## src/rtl/rng_sample_arbiter.sv

```systemverilog
// rng_sample_arbiter: round-robin sharing of one LFSR sample source among NREQ consumers.
// Optional RNG_WHITEN_EN xors each captured fraction with a Weyl sequence.
module rng_sample_arbiter #(
    parameter int NREQ = 4,
    parameter int MIN_GAP = 1,
    localparam int IDW = $clog2(NREQ)
) (
    input  logic            clk,
    input  logic            reset,
    input  logic [31:0]     rnd_in,
    input  logic [NREQ-1:0] req,
    input  logic [NREQ-1:0] rsp_ready,
    output logic [NREQ-1:0] rsp_valid,
    output logic [31:0]     rsp_data,
    output logic [IDW-1:0]  rsp_id,
    output logic            busy,
    output logic [15:0]     sample_cnt
);
    typedef enum logic [1:0] {IDLE, RESP, GAP} state_t;
    state_t         state;
    logic [IDW-1:0] rr_ptr, win, cand;
    logic [3:0]     gap_cnt;
    logic [15:0]    frac;
    logic           unused_hi;
    assign unused_hi = ^rnd_in[31:16];
`ifdef RNG_WHITEN_EN
    logic [15:0] weyl;
    assign frac = rnd_in[15:0] ^ weyl;
`else
    assign frac = rnd_in[15:0];
`endif
    // Descending scan so the smallest offset from rr_ptr wins.
    always_comb begin
        win = rr_ptr;
        cand = '0;
        for (int k = NREQ - 1; k >= 0; k--) begin
            cand = IDW'((int'(rr_ptr) + k) % NREQ);
            if (req[cand]) win = cand;
        end
    end
    always_ff @(posedge clk or posedge reset) begin
        if (reset) begin
            state      <= IDLE;
            rsp_valid  <= '0;
            rsp_data   <= '0;
            rsp_id     <= '0;
            busy       <= 1'b0;
            sample_cnt <= '0;
            rr_ptr     <= '0;
            gap_cnt    <= '0;
`ifdef RNG_WHITEN_EN
            weyl       <= 16'h9E37;
`endif
        end else begin
            case (state)
                IDLE: if (|req) begin
                    rsp_data  <= {16'h0000, frac};
                    rsp_id    <= win;
                    rsp_valid <= NREQ'(1) << win;
                    busy      <= 1'b1;
                    state     <= RESP;
                end
                RESP: if (rsp_ready[rsp_id]) begin
                    rsp_valid <= '0;
                    rr_ptr    <= (rsp_id == IDW'(NREQ - 1)) ? '0 : rsp_id + 1'b1;
                    if (sample_cnt != 16'hFFFF) sample_cnt <= sample_cnt + 16'd1;
                    gap_cnt   <= 4'(MIN_GAP);
                    busy      <= (MIN_GAP != 0);
                    state     <= (MIN_GAP == 0) ? IDLE : GAP;
`ifdef RNG_WHITEN_EN
                    weyl      <= weyl + 16'h9E37;
`endif
                end
                GAP: begin
                    gap_cnt <= gap_cnt - 4'd1;
                    if (gap_cnt == 4'd1) begin
                        busy  <= 1'b0;
                        state <= IDLE;
                    end
                end
                default: state <= IDLE;
            endcase
        end
    end
endmodule

```

## config.mk

```make
export PLATFORM = sky130hd
export DESIGN_NAME = rng_sample_arbiter
export DESIGN_NICKNAME = d
export VERILOG_FILES = /design/src/rtl/rng_sample_arbiter.sv
export SDC_FILE = /design/constraint.sdc
export NUM_CORES = 1
export LEC_CHECK = 0
export ABC_AREA = 1
export CORE_MARGIN = 2
export CORE_UTILIZATION = 30
export CTS_CLUSTER_DIAMETER = 50
export CTS_CLUSTER_SIZE = 24
export DETAILED_ROUTE_END_ITERATION = 12
export GPL_ROUTABILITY_DRIVEN = 0
export RECOVER_POWER = 100
export SYNTH_ARGS = -nofsm -noshare
export SYNTH_HDL_FRONTEND = slang
export SYNTH_SLANG_ARGS = --single-unit
```

## constraint.sdc

```tcl
create_clock -name clk -period 1.7 [get_ports clk]
set_input_delay 0.17 -clock clk [delete_from_list [all_inputs] [get_ports clk]]
set_output_delay 0.17 -clock clk [all_outputs]
set_load 0.05 [all_outputs]
```

==> run summary, run 1 <==
count of final hold-check violations - 0
clk_lat worst skew - 0.30 ns
Critical Path Sink Type - output pin
Lkg Pwr - 1.70 nW
PortBufs - 64
first-pass GRT wire length - 10200 µm
asr flop ratio synth - 100%
Via density - 4.41
worst path cell trace - clkdlybuf4s50_1
wire length per cell - 11.3 µm
Crit Path Class - register to output pin
vias in the first global route - 2226
antenna viol nets, final - 0
min-delay worst type - input port to async pin
placed cell count - 509
# diodes - 0
post-synthesis area per instance - 7.90 µm²
status - finished clean
min Tclk post-route - 1.66 ns
CTS clk-pin slew, worst paths - 0.10 ns
Core Util, Final - 40.8%
Post-CTS Hold Fix Bufs - 0
H-tree Lvls - 2
multi-input logic area - 1160 µm²
CTS tree - yes
setup violators final - 0
Slowest cell on crit path - clkdlybuf4s50_1
register area - 1180 µm²
Clock Path Buffers - 2
unrepaired setup endpoints after global routing - no
maximum vdd drop - 0.918 mV
die area - 9370 µm²
critical path arrival - 1.49 ns
crit-path max FO - 2
final worst-path cycle share - 97.4%
sequential area share after synthesis - 45.5%
Yosys cell types - 32
most frequent cells in the layout - nand2_1 (132), dfrtp_1 (43), clkdlybuf4s50_1 (37), clkbuf_1 (28), inv_1 (27)
worst slew pin tran - 0.632 ns
via count - 2296
Startpoint Class - register
DRT Wirelength - 5880 µm
top cell family by delay on the critical path - buffers and inverters
largest net degree at the start of global routing - 34
number of remaining DRC errors - 0
Syn. warnings - 0
first-pass iteration count of the detailed router - 4
relative slew slack - 58.1%
Detail Placement HPWL - 4610 µm
Power Dens Cells - 2010 nW/µm²
layout cells sized above 1 - 12.3%
Total GRT Usage - 12.9%
Setup WS pre-CTS - -0.0129 ns
initial antenna violation count - 0
Post-synth EDFFs - 0
Site Rows - 33
CTS sink cnt - 47
Hold WS - 0.368 ns
Remaining Overflow, GRT - 0
Initial Util - 31.1%
TritonCTS buffer count - 5
clk_skew - 0.0116 ns
TNS Setup - 0 ns
root buffer cell - clkbuf_8
mapped cell area - 2580 µm²
CP Buf/Inv Count - 1
Req. time, crit path - 1.53 ns
Area Growth Syn to Fin - 31.1%
die width - 96.8 µm
die height - 96.8 µm
Post-Synthesis Cells - 327
I/O pins - 97
Seq cells post-synth - 47
commonest non-fill, non-tap cell in the layout - nand2_1
Core Footprint - 8300 µm²
# fillers - 857
Layout Nets - 461
main flop type after synthesis - dfrtp_1
DRT iter0 DRCs - 75
Final Non-Filler Cells - 521
CP max stage delay - 0.81 ns
highest clock rate - 0.604 GHz
pins over their slew limit - 0
setup slack after layout - 0.0449 ns
Max-cap violations - 0
## per-layer routing
metal / GRT usage, % / up-vias / routed length [µm] / part of all wire [%]
met1: 17.3 / 1061 / 2800 / 48
met4: 3.68 / 0 / 70 / 1.2
met2: 21.0 / 62 / 2770 / 47
met3: 2.96 / 8 / 245 / 4.2
met5: 0 / - / 0 / 0
li1: - / 1165 / - / -
## synth_stat cells (all sizes together) (4+ instances only)
cell | instances | share of area (%)
nand4 | 9 | 2.2
nand2 | 136 | 20
o21ai | 10 | 2.5
inv | 31 | 4.7
ha | 4 | 1.9
xor2 | 11 | 3.7
xnor2 | 4 | 1.4
buf | 21 | 6.3
dfrtp | 47 | 46
nor2 | 20 | 3.8
nor3 | 5 | 1.4
nand3 | 17 | 3.5
## metrics by stage
step,area (µm²),total power (W)
after global placement,3360,0.00599
final,3380,0.00682
after global routing,3380,0.00735
after CTS,3490,0.00706
after detailed placement,3360,0.00606
after floorplan,2640,0.00478
## sequential cells by signal, summed over array words and instances (netlist names)
name / flops
rr_ptr: 2
rsp_data: 16
rsp_valid: 4
busy: 1
state: 2
sample_cnt: 16
rsp_id: 2
gap_cnt: 4
## cell families after synthesis
logic type / after synthesis / synth area share [%]
buf+inv: 54 / 11.3
simple gates: 188 / 31.3
compound gates: 18 / 4.70
fa+ha+maj: 4 / 1.94
xor+xnor: 15 / 5.09
other cells: 1 / 0.145
flops: 47 / 45.5
## cell type report
cell class                      count  share of cell area [%]
Multi-Input combinational cell    241                    34.3
Clock inverter                      3                    2.00
Clock buffer                        5                    2.03
Inverter                           31                    3.59
Tap cell                          105                    3.88
Timing Repair Buffer               89                    19.3
Sequential cell                    47                    34.9
## where the power goes
group / total (W) / leakage (nW) / internal (W) / switching [W]
combinational: 0.00399 / 1.04 / 0.00121 / 0.00277
clock: 0.000973 / 0.0644 / 0.000586 / 0.000386
sequential: 0.00186 / 0.594 / 0.00155 / 0.000304
total: 0.00682 / 1.70 / 0.00335 / 0.00346
## repair_timing
item,4_1_cts,5_1_grt
resized for setup,0,8
buffers inserted,0,4
hold endpoints to repair,0,0
endpoints found under the setup margin,0,20
## final timing paths
check                                end    startpoint  slack [ns]  cells past startpoint
max                         rsp_data[15]  rsp_data[15]        0.04                      1
min                        sample_cnt[6]         reset        0.37                      2
max reg2reg                 rsp_valid[0]     rsp_id[1]        0.16                     10
min reg2reg                         busy          busy        0.48                      2
max in group asynchronous      rr_ptr[0]         reset        0.36                      3
min in group clk             rsp_data[4]     rnd_in[4]        0.39                      3
Power figures use the tool's default switching activity.
==> run 2, diff against run 1 <==
CORE_ASPECT_RATIO = 0.6   (was unset)
==> run 2 against run 1 <==
  * Combinational power about the same
  * Die area increased by 0.26%
  * Final area increased by 0.11%
  * Global-route usage increased by 0.74 points
  * Sequential power about the same
  * Count of clock-buffer cells in the layout increased by 1
  * Total power increased by 2.5%
  * Cell count increased by 0.19%
  * First-iteration DRC count increased by 100%
  * Critical endpoint is now rsp_data[1]
==> run summary, run 2 (synthesis results as in run 1) <==
status - finished clean (unchanged)
Post-CTS Hold Fix Bufs - 0 (unchanged)
top cell family by delay on the critical path - buffers and inverters (unchanged)
# diodes - 0 (unchanged)
postcts setup bufs - 0 (unchanged)
Max-cap violations - 0 (unchanged)
PostCTS Resize Cnt - 0 (unchanged)
relative slew slack - 55.5% (was 58.1%)
Crit Path Class - register to output pin (unchanged)
CTS sink cnt - 47 (unchanged)
die height - 75.9 µm (was 96.8 µm)
Initial Util - 30.7% (was 31.1%)
unrepaired setup endpoints after global routing - no (unchanged)
crit-path max FO - 2 (unchanged)
wire length per cell - 12.0 µm (was 11.3 µm)
via count - 2274 (was 2296)
first-pass GRT wire length - 9830 µm (was 10200 µm)
CP max stage delay - 0.82 ns (was 0.81 ns)
Req. time, crit path - 1.53 ns (about the same)
clk_skew - 0.00949 ns (was 0.0116 ns)
TNS Setup - 0 ns (unchanged)
die width - 124 µm (was 96.8 µm)
most frequent cells in the layout - nand2_1 (132), dfrtp_1 (44), clkdlybuf4s50_1 (37), inv_1 (29), clkbuf_1 (27) (was nand2_1 (132), dfrtp_1 (43), clkdlybuf4s50_1 (37), clkbuf_1 (28), inv_1 (27))
first-pass iteration count of the detailed router - 4 (unchanged)
count of final hold-check violations - 0 (unchanged)
Clock Path Buffers - 2 (unchanged)
Critical Path Sink Type - output pin (unchanged)
Total GRT Usage - 13.7% (was 12.9%)
Lkg Pwr - 1.69 nW (was 1.70 nW)
Via density - 4.36 (was 4.41)
vias in the first global route - 2022 (was 2226)
worst path cell trace - clkdlybuf4s50_1 (unchanged)
min Tclk post-route - 1.63 ns (was 1.66 ns)
Core Footprint - 8430 µm² (was 8300 µm²)
Reg2Reg Setup Slack - 0.13 ns (was 0.16 ns)
CTS tree - yes (unchanged)
CP Buf/Inv Count - 1 (unchanged)
I/O pins - 97 (unchanged)
critical path arrival - 1.46 ns (was 1.49 ns)
DRT iter0 DRCs - 153 (was 75)
H-tree Lvls - 2 (unchanged)
Detail Placement HPWL - 4920 µm (was 4610 µm)
highest clock rate - 0.615 GHz (was 0.604 GHz)
clk_lat worst skew - 0.28 ns (was 0.30 ns)
final worst-path cycle share - 95.7% (was 97.4%)
root buffer cell - clkbuf_16 (was clkbuf_8)
CTS clk-pin slew, worst paths - 0.07 ns (was 0.10 ns)
Remaining Overflow, GRT - 0 (unchanged)
setup violators final - 0 (unchanged)
Slowest cell on crit path - clkdlybuf4s50_1 (unchanged)
Final Non-Filler Cells - 522 (was 521)
layout cells sized above 1 - 11.2% (was 12.3%)
commonest non-fill, non-tap cell in the layout - nand2_1 (unchanged)
Startpoint Class - register (unchanged)
worst slew pin tran - 0.667 ns (was 0.632 ns)
TritonCTS buffer count - 5 (unchanged)
DRT Wirelength - 6270 µm (was 5880 µm)
largest net degree at the start of global routing - 21 (was 34)
Area Growth Syn to Fin - 31.2% (was 31.1%)
placed cell count - 514 (was 509)
min-delay worst type - input port to async pin (unchanged)
antenna viol nets, final - 0 (unchanged)
# fillers - 873 (was 857)
maximum vdd drop - 1.02 mV (was 0.918 mV)
number of remaining DRC errors - 0 (unchanged)
die area - 9390 µm² (was 9370 µm²)
Power Dens Cells - 2060 nW/µm² (was 2010 nW/µm²)
Site Rows - 26 (was 33)
Layout Nets - 455 (was 461)
Largest regs - rsp_data x16, sample_cnt x16 (unchanged)
PortBufs - 64 (unchanged)
initial antenna violation count - 0 (unchanged)
pins over their slew limit - 0 (unchanged)
run 2: cell types whose count changed in the layout (fill, tap and decap cells not counted), sizes merged:
cell / change
clkinv: +1
clkinvlp: -1
buf: -5
bufinv: -1
run 2: layout make-up:
class	count	area [µm²]	share of cell area [%]
clock inverters	2	35.0	1.03
flip-flops and latches	47	1180	34.8
well taps	112	140	4.14
multi-input cells	241	1160	34.3
repair buffers	83	609	18.0
inverters	31	121	3.58
clock buffers	6	139	4.10
run 2: stage by stage:
stage	hold slack (ns)	worst slack (ns)	instance area [µm²]	power, W	util (%)
3_3_place_gp	0.460	0.0782	3340	0.00601	39.7
2_1_floorplan	0.280	0.00653	2640	0.00478	-
6_report	0.413	0.0738	3390	0.00698	40.2
5_1_grt	0.430	0.0118	3390	0.00751	40.2
4_1_cts	0.205	0.0553	3520	0.00724	41.7
3_5_place_dp	0.467	0.0375	3340	0.00607	39.7
run 2: metal layers:
layer,GRT usage [%],vias to the layer above,wire length (µm)
met4,2.65,0,70
met3,3.14,11,407
met5,0,-,0
met2,19.5,82,2620
li1,-,1156,-
met1,21.0,1025,3170
run 2: where the power goes:
group / internal (W) / switching (W) / leakage [nW]
logic: 0.00117 / 0.00280 / 1.01
registers: 0.00155 / 0.000320 / 0.595
clock network: 0.000731 / 0.000407 / 0.0868
run 2: path summary, 6_finish.rpt:
kind,startpoint,to,cells after the start
worst max-delay path,rsp_data[1],rsp_data[1],1
worst min-delay path,reset,rsp_data[6],2
worst max register to register,rsp_id[0],sample_cnt[4],9
worst min register to register,busy,busy,2
max in group asynchronous,reset,rsp_valid[1],3
min in group clk,rnd_in[0],rsp_data[0],3
==> run 3, diff against run 2 <==
CORE_ASPECT_RATIO = unset   (was 0.6)
clock period = 1.5 ns   (was 1.7 ns; I/O delays follow)
==> run 3 against run 2 <==
  * Total power is 11% higher
  * First-iteration DRC count is 45% lower
  * Worst setup slack worse by 0.046 ns
  * Critical path type is now register to register
  * Critical endpoint is now sample_cnt[4]
  * Largest power group unchanged
==> run summary, run 3 (synthesis results as in run 1) <==
status - finished clean (unchanged)
TritonCTS buffer count - 5 (unchanged)
Max-cap violations - 0 (unchanged)
multi-input logic area - 1220 µm² (was 1160 µm²)
Startpoint Class - register (unchanged)
die width - 96.8 µm (was 124 µm)
clock power share - 10.7% (was 16.3%)
Initial Util - 31.1% (was 30.7%)
# diodes - 0 (unchanged)
PortBufs - 64 (unchanged)
initial antenna violation count - 0 (unchanged)
Logic pwr share - 61.5% (was 56.9%)
H-tree Lvls - 2 (unchanged)
Placed Area - 3410 µm² (was 3340 µm²)
register area - 1200 µm² (was 1180 µm²)
Net Sw Frac - 52.0% (was 50.5%)
count of final hold-check violations - 0 (unchanged)
relative slew slack - 59.6% (was 55.5%)
CTS sink cnt - 47 (unchanged)
root buffer cell - clkbuf_8 (was clkbuf_16)
Detail Placement HPWL - 4640 µm (was 4920 µm)
Clock Path Buffers - 2 (unchanged)
Largest regs - rsp_data x16, sample_cnt x16 (unchanged)
fin area - 3470 µm² (was 3390 µm²)
Crit Path Class - register to register (was register to output pin)
unrepaired setup endpoints after global routing - yes (was no)
Critical Path Sink Type - register (was output pin)
I/O pins - 97 (unchanged)
crit-path max FO - 8 (was 2)
Req. time, crit path - 1.72 ns (was 1.53 ns)
setup violators final - 0 (unchanged)
Psw - 0.00402 W (was 0.00352 W)
Setup WS pre-CTS - -0.110 ns (was 0.0375 ns)
sequential power share - 27.8% (was 26.8%)
number of remaining DRC errors - 0 (unchanged)
Core Footprint - 8300 µm² (was 8430 µm²)
critical path arrival - 1.69 ns (was 1.46 ns)
vias in the first global route - 2185 (was 2022)
final worst-path cycle share - 98.1%
total chip power - 0.00772 W (was 0.00698 W)
# fillers - 864 (was 873)
antenna viol nets, final - 0 (unchanged)
clk_skew - 0.00901 ns (was 0.00949 ns)
die height - 96.8 µm (was 75.9 µm)
commonest non-fill, non-tap cell in the layout - nand2_1 (unchanged)
via count - 2306 (was 2274)
worst slew pin tran - 0.609 ns (was 0.667 ns)
Remaining Overflow, GRT - 0 (unchanged)
largest net degree at the start of global routing - 37 (was 21)
first-pass GRT wire length - 10300 µm (was 9830 µm)
most frequent cells in the layout - nand2_1 (126), buf_4 (32), dfrtp_1 (29), inv_1 (25), clkdlybuf4s50_1 (24) (was nand2_1 (132), dfrtp_1 (44), clkdlybuf4s50_1 (37), inv_1 (29), clkbuf_1 (27))
layout cells sized above 1 - 25.5% (was 11.2%)
setup slack after layout - 0.0281 ns (was 0.0738 ns)
first-pass iteration count of the detailed router - 4 (unchanged)
Layout Nets - 464 (was 455)
DRT Wirelength - 6050 µm (was 6270 µm)
DRT iter0 DRCs - 84 (was 153)
pins over their slew limit - 0 (unchanged)
min-delay worst type - input port to async pin (unchanged)
CTS clk-pin slew, worst paths - 0.09 ns (was 0.07 ns)
Site Rows - 33 (was 26)
Via density - 4.40 (was 4.36)
Total GRT Usage - 13.1% (was 13.7%)
clk_lat worst skew - 0.30 ns (was 0.28 ns)
Cell Int Power - 0.00370 W (was 0.00346 W)
CTS tree - yes (unchanged)
die area - 9370 µm² (was 9390 µm²)
Power Dens Cells - 2230 nW/µm² (was 2060 nW/µm²)
highest clock rate - 0.679 GHz
min Tclk post-route - 1.47 ns
wire length per cell - 11.5 µm (was 12.0 µm)
maximum vdd drop - 1.52 mV (was 1.02 mV)
Lkg Pwr - 1.74 nW (was 1.69 nW)
Area Growth Syn to Fin - 34.3% (was 31.2%)
## run 3: changes by cell type in the layout (fill, tap and decap cells not counted), sizes merged
cell,before,now
buf,13,36
clkdlybuf4s50,37,24
clkbuf,37,39
bufinv,1,0
dlygate4sd3,2,1
inv,31,30
## run 3: timing repair
item | 4_1_cts | 5_1_grt
hold buffers | 0 | 0
setup buffers | 0 | 5
pin swaps | 0 | 6
endpoints found under the setup margin | 3 | 22
resized for setup | 2 | 14
## run 3: metrics by stage
step                      hold slack [ns]  setup TNS, ns  instances  utilization, %
after global placement              0.437         -0.828        511            41.1
final                               0.290              0        524            41.8
after detailed placement            0.430          -1.32        511            41.1
after global routing                0.334         -0.792        524            41.8
after floorplan                     0.260         -0.476        342               -
after CTS                           0.109              0        519            42.3
## run 3: layout make-up
| class | count | area share, % |
|---|---|---|
| flip-flops and latches | 47 | 34.6 |
| inverters | 31 | 3.57 |
| repair buffers | 92 | 20.1 |
| clock buffers | 8 | 2.89 |
| well taps | 105 | 3.79 |
| multi-input cells | 241 | 35.1 |
## run 3: final timing paths
check,from,to,slack (ns),cells past startpoint
max,rsp_id[0],sample_cnt[4],0.03,9
min reg2reg,rsp_data[4],rsp_data[4],0.48,2
max reg2reg,rsp_id[0],sample_cnt[4],0.03,9
min in group clk,rnd_in[5],rsp_data[5],0.38,3
max in group asynchronous,reset,sample_cnt[5],0.27,3
min,reset,rsp_valid[3],0.29,2
## run 3: power groups by stage
stage / clock network [W] / registers, W / logic, W
2_1_floorplan: 0 / 0.00343 / 0.00205
3_3_place_gp: 0 / 0.00217 / 0.00478
3_5_place_dp: 0 / 0.00218 / 0.00483
4_1_cts: 0.000867 / 0.00216 / 0.00485
5_1_grt: 0.000929 / 0.00222 / 0.00522
6_report: 0.000827 / 0.00215 / 0.00475
## run 3: metal layers
layer	up-vias	GRT usage [%]	part of all wire, %
met1	1073	17.7	47
met3	6	3.61	5.0
met5	-	0	0
met4	0	3.14	0.93
met2	57	20.8	47
li1	1170	-	-
## run 3: critical path, stage by stage (launching register included)
cell and delay (ns):
dfrtp_2 0.43, inv_2 0.08, nand2_2 0.05, nand2_2 0.07
nand2_2 0.06, nor2_4 0.18, nand2_4 0.10, buf_12 0.15
nor3_4 0.11, xor2_1 0.15
